$ cat src/rtl/alu_iter_if.sv
// alu_iter_if: START/BUSY/DONE handshake and operand/result bundle for alu_iter.
//   master : drives start, op, r1, r2; observes busy, done, out, carry, zf
//   slave  : the ALU side of the same signals
interface alu_iter_if #(
  parameter int WIDTH = 8
);
  logic             start;
  logic [2:0]       op;
  logic [WIDTH-1:0] r1;
  logic [WIDTH-1:0] r2;
  logic             busy;
  logic             done;
  logic [WIDTH-1:0] out;
  logic             carry;
  logic             zf;

  modport master (
    output start, op, r1, r2,
    input  busy, done, out, carry, zf
  );

  modport slave (
    input  start, op, r1, r2,
    output busy, done, out, carry, zf
  );
endinterface

$ cat src/rtl/alu_iter.sv
// alu_iter: multi-cycle WIDTH-bit ALU.
//   AND/XOR/ADD/SUB/reserved complete in one EXEC cycle, shifts take one
//   cycle per bit, and MUL is an iterative shift-add over WIDTH cycles.
//   Results and CARRY/ZF flags are registered and held until the next completion.
// Ports:
//   clk  - clock, rising edge
//   rst  - synchronous active-high reset; aborts any op in flight
//   bus  - alu_iter_if.slave (start/op/r1/r2 in; busy/done/out/carry/zf out)
// Build option:
//   ALU_ITER_MUL_EN - when defined, OP 110 is the iterative multiplier; when
//                     undefined, the multiplier is absent and OP 110 acts as reserved.
//
// state  | meaning
// S_IDLE | waiting for start; busy=0 (includes the done cycle)
// S_EXEC | operation in progress; busy=1, start ignored
module alu_iter #(
  parameter int WIDTH = 8
) (
  input logic       clk,
  input logic       rst,
  alu_iter_if.slave bus
);

  localparam int CW = $clog2(WIDTH + 1);

  localparam logic [2:0] OP_AND = 3'b000;
  localparam logic [2:0] OP_XOR = 3'b001;
  localparam logic [2:0] OP_SHL = 3'b010;
  localparam logic [2:0] OP_SHR = 3'b011;
  localparam logic [2:0] OP_ADD = 3'b100;
  localparam logic [2:0] OP_SUB = 3'b101;
`ifdef ALU_ITER_MUL_EN
  localparam logic [2:0] OP_MUL = 3'b110;
`endif

  typedef enum logic {
    S_IDLE,
    S_EXEC
  } state_t;

  state_t           state_q, state_d;
  logic [2:0]       op_q, op_d;
  logic [WIDTH-1:0] a_q, a_d;
  logic [WIDTH-1:0] b_q, b_d;
  logic [CW-1:0]    cnt_q, cnt_d;
  logic [WIDTH-1:0] out_q, out_d;
  logic             carry_q, carry_d;
  logic             zf_q, zf_d;
  logic             done_q, done_d;

`ifdef ALU_ITER_MUL_EN
  logic [2*WIDTH-1:0] acc_q, acc_d;
  logic [WIDTH:0]     mul_sum;
  logic [2*WIDTH-1:0] acc_step;
`endif

  logic             fin;
  logic [WIDTH-1:0] res;
  logic             res_c;
  logic [WIDTH:0]   add_w;
  logic [CW-1:0]    n_acc;
  logic [WIDTH-1:0] sh_val;
  logic             sh_bit;

  // Shift amount saturates at WIDTH: shifting further cannot change the result.
  always_comb begin
    if (bus.r1 >= WIDTH'(WIDTH)) n_acc = CW'(WIDTH);
    else                         n_acc = CW'(bus.r1);
  end

  // One-bit shift step on the held value; sh_bit is the bit falling off the end.
  always_comb begin
    if (op_q == OP_SHL) begin
      sh_val = {b_q[WIDTH-2:0], 1'b0};
      sh_bit = b_q[WIDTH-1];
    end else begin
      sh_val = {1'b0, b_q[WIDTH-1:1]};
      sh_bit = b_q[0];
    end
  end

`ifdef ALU_ITER_MUL_EN
  // Multiplier sits in the low half of acc and is consumed LSB first while the
  // partial product accumulates in the high half; after WIDTH steps acc holds R1*R2.
  always_comb begin
    mul_sum  = {1'b0, acc_q[2*WIDTH-1:WIDTH]} + (acc_q[0] ? {1'b0, b_q} : '0);
    acc_step = {mul_sum, acc_q[WIDTH-1:1]};
  end
`endif

  always_comb begin
    state_d = state_q;
    op_d    = op_q;
    a_d     = a_q;
    b_d     = b_q;
    cnt_d   = cnt_q;
    out_d   = out_q;
    carry_d = carry_q;
    zf_d    = zf_q;
    done_d  = 1'b0;
    fin     = 1'b0;
    res     = '0;
    res_c   = 1'b0;
    add_w   = '0;
`ifdef ALU_ITER_MUL_EN
    acc_d   = acc_q;
`endif

    case (state_q)
      S_IDLE: begin
        if (bus.start) begin
          state_d = S_EXEC;
          op_d    = bus.op;
          a_d     = bus.r1;
          b_d     = bus.r2;
          cnt_d   = n_acc;
`ifdef ALU_ITER_MUL_EN
          if (bus.op == OP_MUL) cnt_d = CW'(WIDTH);
          acc_d = {{WIDTH{1'b0}}, bus.r1};
`endif
        end
      end

      S_EXEC: begin
        case (op_q)
          OP_AND: begin
            fin = 1'b1;
            res = a_q & b_q;
          end
          OP_XOR: begin
            fin = 1'b1;
            res = a_q ^ b_q;
          end
          OP_ADD: begin
            fin   = 1'b1;
            add_w = {1'b0, b_q} + {1'b0, a_q};
            res   = add_w[WIDTH-1:0];
            res_c = add_w[WIDTH];
          end
          OP_SUB: begin
            // Bit WIDTH of the extended difference is the borrow (R1 > R2).
            fin   = 1'b1;
            add_w = {1'b0, b_q} - {1'b0, a_q};
            res   = add_w[WIDTH-1:0];
            res_c = add_w[WIDTH];
          end
          OP_SHL, OP_SHR: begin
            if (cnt_q == '0) begin
              fin = 1'b1;
              res = b_q;
            end else begin
              b_d   = sh_val;
              cnt_d = cnt_q - CW'(1);
              if (cnt_q == CW'(1)) begin
                fin   = 1'b1;
                res   = sh_val;
                res_c = sh_bit;
              end
            end
          end
`ifdef ALU_ITER_MUL_EN
          OP_MUL: begin
            acc_d = acc_step;
            cnt_d = cnt_q - CW'(1);
            if (cnt_q == CW'(1)) begin
              fin   = 1'b1;
              res   = acc_step[WIDTH-1:0];
              res_c = |acc_step[2*WIDTH-1:WIDTH];
            end
          end
`endif
          default: begin
            fin = 1'b1;
            res = '0;
          end
        endcase

        if (fin) begin
          state_d = S_IDLE;
          done_d  = 1'b1;
          out_d   = res;
          carry_d = res_c;
          zf_d    = (res == '0);
        end
      end

      default: state_d = S_IDLE;
    endcase
  end

  always_ff @(posedge clk) begin
    if (rst) begin
      state_q <= S_IDLE;
      op_q    <= '0;
      a_q     <= '0;
      b_q     <= '0;
      cnt_q   <= '0;
      out_q   <= '0;
      carry_q <= 1'b0;
      zf_q    <= 1'b0;
      done_q  <= 1'b0;
`ifdef ALU_ITER_MUL_EN
      acc_q   <= '0;
`endif
    end else begin
      state_q <= state_d;
      op_q    <= op_d;
      a_q     <= a_d;
      b_q     <= b_d;
      cnt_q   <= cnt_d;
      out_q   <= out_d;
      carry_q <= carry_d;
      zf_q    <= zf_d;
      done_q  <= done_d;
`ifdef ALU_ITER_MUL_EN
      acc_q   <= acc_d;
`endif
    end
  end

  assign bus.busy  = (state_q == S_EXEC);
  assign bus.done  = done_q;
  assign bus.out   = out_q;
  assign bus.carry = carry_q;
  assign bus.zf    = zf_q;

endmodule

$ cat src/flat_wrapper.sv
// flat-port wrapper written by rule: the top's interface ports become plain ports
module alu_iter_flat 
#(
  parameter int WIDTH = 8
)
  (clk, rst, bus_start, bus_op, bus_r1, bus_r2, bus_busy, bus_done, bus_out, bus_carry, bus_zf);
  alu_iter_if #(.WIDTH(WIDTH)) bus_i ();
  input logic clk;
  input logic rst;
  input wire logic [$bits(bus_i.start)-1:0] bus_start;
  input wire logic [$bits(bus_i.op)-1:0] bus_op;
  input wire logic [$bits(bus_i.r1)-1:0] bus_r1;
  input wire logic [$bits(bus_i.r2)-1:0] bus_r2;
  output wire logic [$bits(bus_i.busy)-1:0] bus_busy;
  output wire logic [$bits(bus_i.done)-1:0] bus_done;
  output wire logic [$bits(bus_i.out)-1:0] bus_out;
  output wire logic [$bits(bus_i.carry)-1:0] bus_carry;
  output wire logic [$bits(bus_i.zf)-1:0] bus_zf;
  assign bus_i.start = bus_start;
  assign bus_i.op = bus_op;
  assign bus_i.r1 = bus_r1;
  assign bus_i.r2 = bus_r2;
  assign bus_busy = bus_i.busy;
  assign bus_done = bus_i.done;
  assign bus_out = bus_i.out;
  assign bus_carry = bus_i.carry;
  assign bus_zf = bus_i.zf;
  alu_iter #(.WIDTH(WIDTH)) u_core (.clk(clk), .rst(rst), .bus(bus_i));
endmodule
$ cat config.mk
export PLATFORM = sky130hd
export DESIGN_NAME = alu_iter_flat
export DESIGN_NICKNAME = d
export VERILOG_FILES = /design/src/rtl/alu_iter_if.sv /design/src/rtl/alu_iter.sv /design/src/flat_wrapper.sv
export SDC_FILE = /design/constraint.sdc
export NUM_CORES = 1
export LEC_CHECK = 0
export BUFFER_PORTS_ARGS = -buffer_cell sky130_fd_sc_hd__clkbuf_2
export CAP_MARGIN = 20
export CORE_ASPECT_RATIO = 2
export CORE_MARGIN = 3
export CORE_UTILIZATION = 59
export DETAILED_ROUTE_END_ITERATION = 10
export PLACE_DENSITY = 0.86
export SYNTH_ARGS = -nofsm -noshare
export SYNTH_HDL_FRONTEND = slang
export SYNTH_SLANG_ARGS = --single-unit
$ cat constraint.sdc
create_clock -name clk -period 3.1 [get_ports clk]
set_input_delay 0.465 -clock clk [delete_from_list [all_inputs] [get_ports clk]]
set_output_delay 0.465 -clock clk [all_outputs]
set_load 0.005 [all_outputs]
; ---- Word-level counts from Yosys, hierarchy flattened
; Index checks and enable logic that the tools add are counted.
[word_totals]
reg_bits = 35
in_bits = 22
wordCells = 59
[classes]
add_sub_neg = 3
n_lt_le_gt_ge = 1
eq_ne = 9
mux = 26
bitwise_logic = 3
n_reduce_logical = 8
[op_table]
columns = op, count
row1 = $mux 8, 7
row2 = $pmux 8 s5, 1
row3 = $mux 4, 4
row4 = $pmux 8 s2, 1
row5 = $mux 1, 10
row6 = $add 8x8->9, 1
row7 = $sub 8x8->9, 1
row8 = $and 8x8->8, 1
row9 = $ge 8x4->1 const B, 1
row10 = $logic_not 8->1, 1
row11 = $pmux 4 s2, 1
row12 = $xor 8x8->8, 1
row13 = $eq 3x2->1 const B, 2
row14 = $eq 3x3->1 const B, 2
row15 = $ne 2x2->1 const B, 3
row16 = $eq 4x1->1 const B, 1
row17 = $logic_not 4->1, 1
row18 = $reduce_and 2->1, 2
row19 = $reduce_or 2->1, 2
row20 = $sub 4x1->4 const B, 1
row21 = $eq 3x1->1 const B, 1
row22 = $logic_not 3->1, 1
row23 = $pmux 1 s3, 1
row24 = $reduce_and 3->1, 1
row25 = 2 further kinds, 2

; ---- Logic depth before layout (Yosys ltp)
[logic_depth]
word_depth = 7
mapped_depth = 10
ltp_nobuf = 10

; ---- Worst setup path after synthesis
; No wires, ideal clock.
[synth_path]
path_kind = flip-flop to flip-flop
start = reg u_core.b_q[0]
end = reg u_core.zf_q, in the netlist u_core.bus.zf
t_arrival_ns = 2.259
required_ns = 3.040
setup_slack_ns = 0.781
stages_incl_launch_ff = 10
n_path_buf = 0
synth_period_minus_slack_ns = 2.319
path_cell_list = dfxtp_1 > inv_1 > ha_1 > inv_1 > fa_1 > mux4_2 > a32o_1 > nor4_1 > and4_1 > a41o_1
[synth_between]
elab_chain_cells = 6
word_cells_on_any_way = 10
classes_between = add/sub (2) / mux (5) / bitwise (2) / reduce/logical (1)
[synth_rtl]
columns = item, line_no
row1 = "start, declared", alu_iter.sv:44  ; logic [WIDTH-1:0] b_q, b_d;
row2 = "start signal, assigned", alu_iter.sv:196  ; b_q <= '0;
row3 = "start signal, assigned", alu_iter.sv:209  ; b_q <= b_d;
row4 = branches (longest 3 deep; another with $sub 8x8->9), n/a
row5 = $pmux 8 s5 (*), alu_iter.sv:125  ; case (op_q)
row6 = $mux 8 (*), alu_iter.sv:109  ; case (state_q)
row7 = $logic_not 8->1 (*), alu_iter.sv:183  ; zf_d = (res == '0);
row8 = "end signal, assigned", alu_iter.sv:213  ; zf_q <= zf_d;
row9 = "end, declared", alu_iter.sv:48  ; logic zf_q, zf_d;
; Mark *: on every way between the ends. The select of a mux whose other input is x is not followed.
; A chain may end at the register's enable or synchronous reset.

; ---- Worst setup path in the final report
; Ends and elaborated chain as after synthesis.

==> out/qor.yml <==
grt_pass1_wl_um: 13040
drc: 0
max_freq_ghz: 0.3743
critPathMaxFanout: 5
clockBufferDepth: 2
synthDistinctLibCells: 56
start_kind: "flop"
ioPinCount: 34
drt-initial-drc-count: 137
maxCapViolations: 0
row_count: 34
avgSynthCellArea_um2: 7.473
postSynthCellCount: 367
die_x_um: 54.21
setup_ws_ps: 428.0
hold_start: "bus_op[1]"
ys.flop_type: "dfxtp_1"
finalPower_uw: 1319
dp_hpwl_um: 6500
post_cts_buffers: 0
critical_path_class: "reg -> reg"
clock-sinks: 35
layout_min_cycle_time_ps: 2672
gp_congestion: 0.9982
routed_via_density: 6.494
hold_end: "u_core.op_q[1]"
synth_seq_cells: 35
synth_common_cells: "nor2_1, nand2_1, dfxtp_1"
gr-total-overflow: 0
r2r-end: "u_core.bus.zf"
cp.arrival_ps: 2860
post_drt_wl_per_cell_um: 18.40
cts-htree-levels: 2
ys_seq_area_share_pct: 25.55
hold-path-cell-count: 3
rsz0062_at_grt: "no"
die_h_um: 102.4
syn_to_final_growth_pct: 12.41
clock_latency_ps: 300
cts_made_buffers: 5
ir_drop_mv: 0.3355
r2r-start: "u_core.b_q[0]"
cts_tree: "done"
drv_slew: 0
reg2regPathDepth: 8
required_ps: 3290
die_area_um2: 5552
outcome: "finished, final reports clean"
firstDrtPassIters: 5
hold_path.class: "in -> reg"
synth.largest_area_cell: "dfxtp_1"
drive_above_1_share_pct: 14.11
tns_ps: 0
worst_slew_pin_slew_ps: 669.2
cts.clk_slew.worst_paths_ps: 70
syn_nets: 411
numPortBuffers: 33
powerDensity_nw_per_um2: 427.8
end_kind: "flop"
dp.cells: 443
setup_viol: 0
ctsResizeCount: 0
start_util_pct: 61.99
regArea_um2: 700.7
hold_violations: 0
dp_slack_ps: 439.6
grt_max_degree: 32
ys_warn_count: 0
vias: 2929
netlist.area_leader.share_pct: 25.55
holdWs_ps: 398.2
antenna_left: 0
final_cells: 451
nets: 440
synth_edf_count: 0
cts_hold_buf: 0
yosys-top-cells-area: "dfxtp_1, ha_1, nor2_1"
power_leakage_uw: 0.001304
yosysMostFrequentCell: "nor2_1"
syn_area_um2: 2743
insertedDiodeCount: 0
async_flop_share_pct: 0
core_um2: 4424
fillers: 386
root_buffer: "clkbuf_8"
finalClockSkew_ps: 9.651
drt_wl_total_um: 8297
antenna_found_initial: 0
multi_input_comb_area_um2: 1861
ff2ff_setup_slack_ps: 430
grt_pass1_vias: 2664
max_slew_margin_pct: 54.23
final.period_utilization_pct: 86.19
track_usage_pct: 32.22
placed cells by master, fill, tap and decap left out, drive strengths merged, types with 3 or more instances in the layout:
| cell type | synthesis | layout |
|---|---|---|
| o211ai | 4 | 4 |
| a221o | 3 | 3 |
| nand2b | 8 | 8 |
| o22ai | 3 | 3 |
| nor2b | 11 | 11 |
| mux2i | 7 | 7 |
| dfxtp | 35 | 35 |
| o21a | 3 | 3 |
| a21oi | 27 | 27 |
| nor3 | 10 | 10 |
| a211oi | 15 | 15 |
| a311oi | 5 | 5 |
| o21ai | 15 | 15 |
| o31ai | 5 | 5 |
| inv | 23 | 23 |
| a31oi | 10 | 10 |
| buf | 2 | 12 |
| a22o | 3 | 3 |
| ha | 20 | 20 |
| nand2 | 37 | 37 |
| nor4 | 6 | 6 |
| o31a | 3 | 3 |
| clkbuf | 21 | 38 |
| or3b | 3 | 3 |
| nor2 | 45 | 45 |
layer usage:
metal / vias to the layer above / track usage (%) / part of all wire [%] / wire (um)
li1: 1397 / - / - / -
met1: 1341 / 34.09 / 34 / 2827
met2: 145 / 54.11 / 50 / 4180
met3: 46 / 4.380 / 6.2 / 516
met4: 0 / 25.34 / 9.3 / 772
met5: - / 0 / 0 / 0
worst max path at each step:
stage                              from             to  slack, ps
after floorplan           u_core.b_q[0]  u_core.bus.zf        780
final                     u_core.b_q[0]  u_core.bus.zf        430
after detailed placement  u_core.b_q[0]  u_core.bus.zf        440
after CTS                 u_core.b_q[0]  u_core.bus.zf        420
after global routing      u_core.b_q[0]  u_core.bus.zf        310
after global placement    u_core.b_q[0]  u_core.bus.zf        500
where the power goes:
group          total, uW  internal (uW)  switching (uW)  leakage (uW)
Sequential           519            481            38.2      0.000288
Combinational        381            153             228      0.000958
Clock                419            239             179     0.0000581
Total               1320            873             445       0.00130
sequential cells by signal, summed over array words and instances (netlist names):
name / flops
u_core.a_q: 8
u_core.b_q: 8
u_core.bus.out: 8
u_core.cnt_q: 4
u_core.op_q: 3
u_core.bus.busy: 1
u_core.bus.carry: 1
u_core.bus.done: 1
u_core.bus.zf: 1
cell families after synthesis:
logic type / share of synthesized area (%)
AO/OA/AOI/OAI: 28.33
XOR/XNOR: 0.6388
adder cells (fa/ha/maj): 10.58
buffers and inverters: 6.615
flip-flops: 25.55
multiplexers: 3.376
AND/OR/NAND/NOR: 24.91
cell type report:
type                            count  share of cell area, %
Sequential cell                    35                  22.73
Clock inverter                      3                  1.420
Tap cell                           54                  2.192
Multi-Input combinational cell    286                  60.35
Clock buffer                        5                  2.232
Timing Repair Buffer               45                  8.279
Inverter                           23                  2.800
metrics by stage:
step | area, um^2 | utilization, %
floorplan | 2743 | -
global placement | 2970 | 67.14
detailed placement | 2970 | 67.14
CTS | 3083 | 69.68
global route | 3083 | 69.68
finish | 3083 | 69.68
worst max-delay path, stage by stage, from the launching register on:
cell,delay (ps)
dfxtp_1,350
ha_1,260
fa_1,420
xnor2_1,190
mux2i_1,90
a2111oi_0,650
nor4_1,150
and4_1,240
a41o_1,220
No activity file was read; power rests on OpenSTA's default activity.
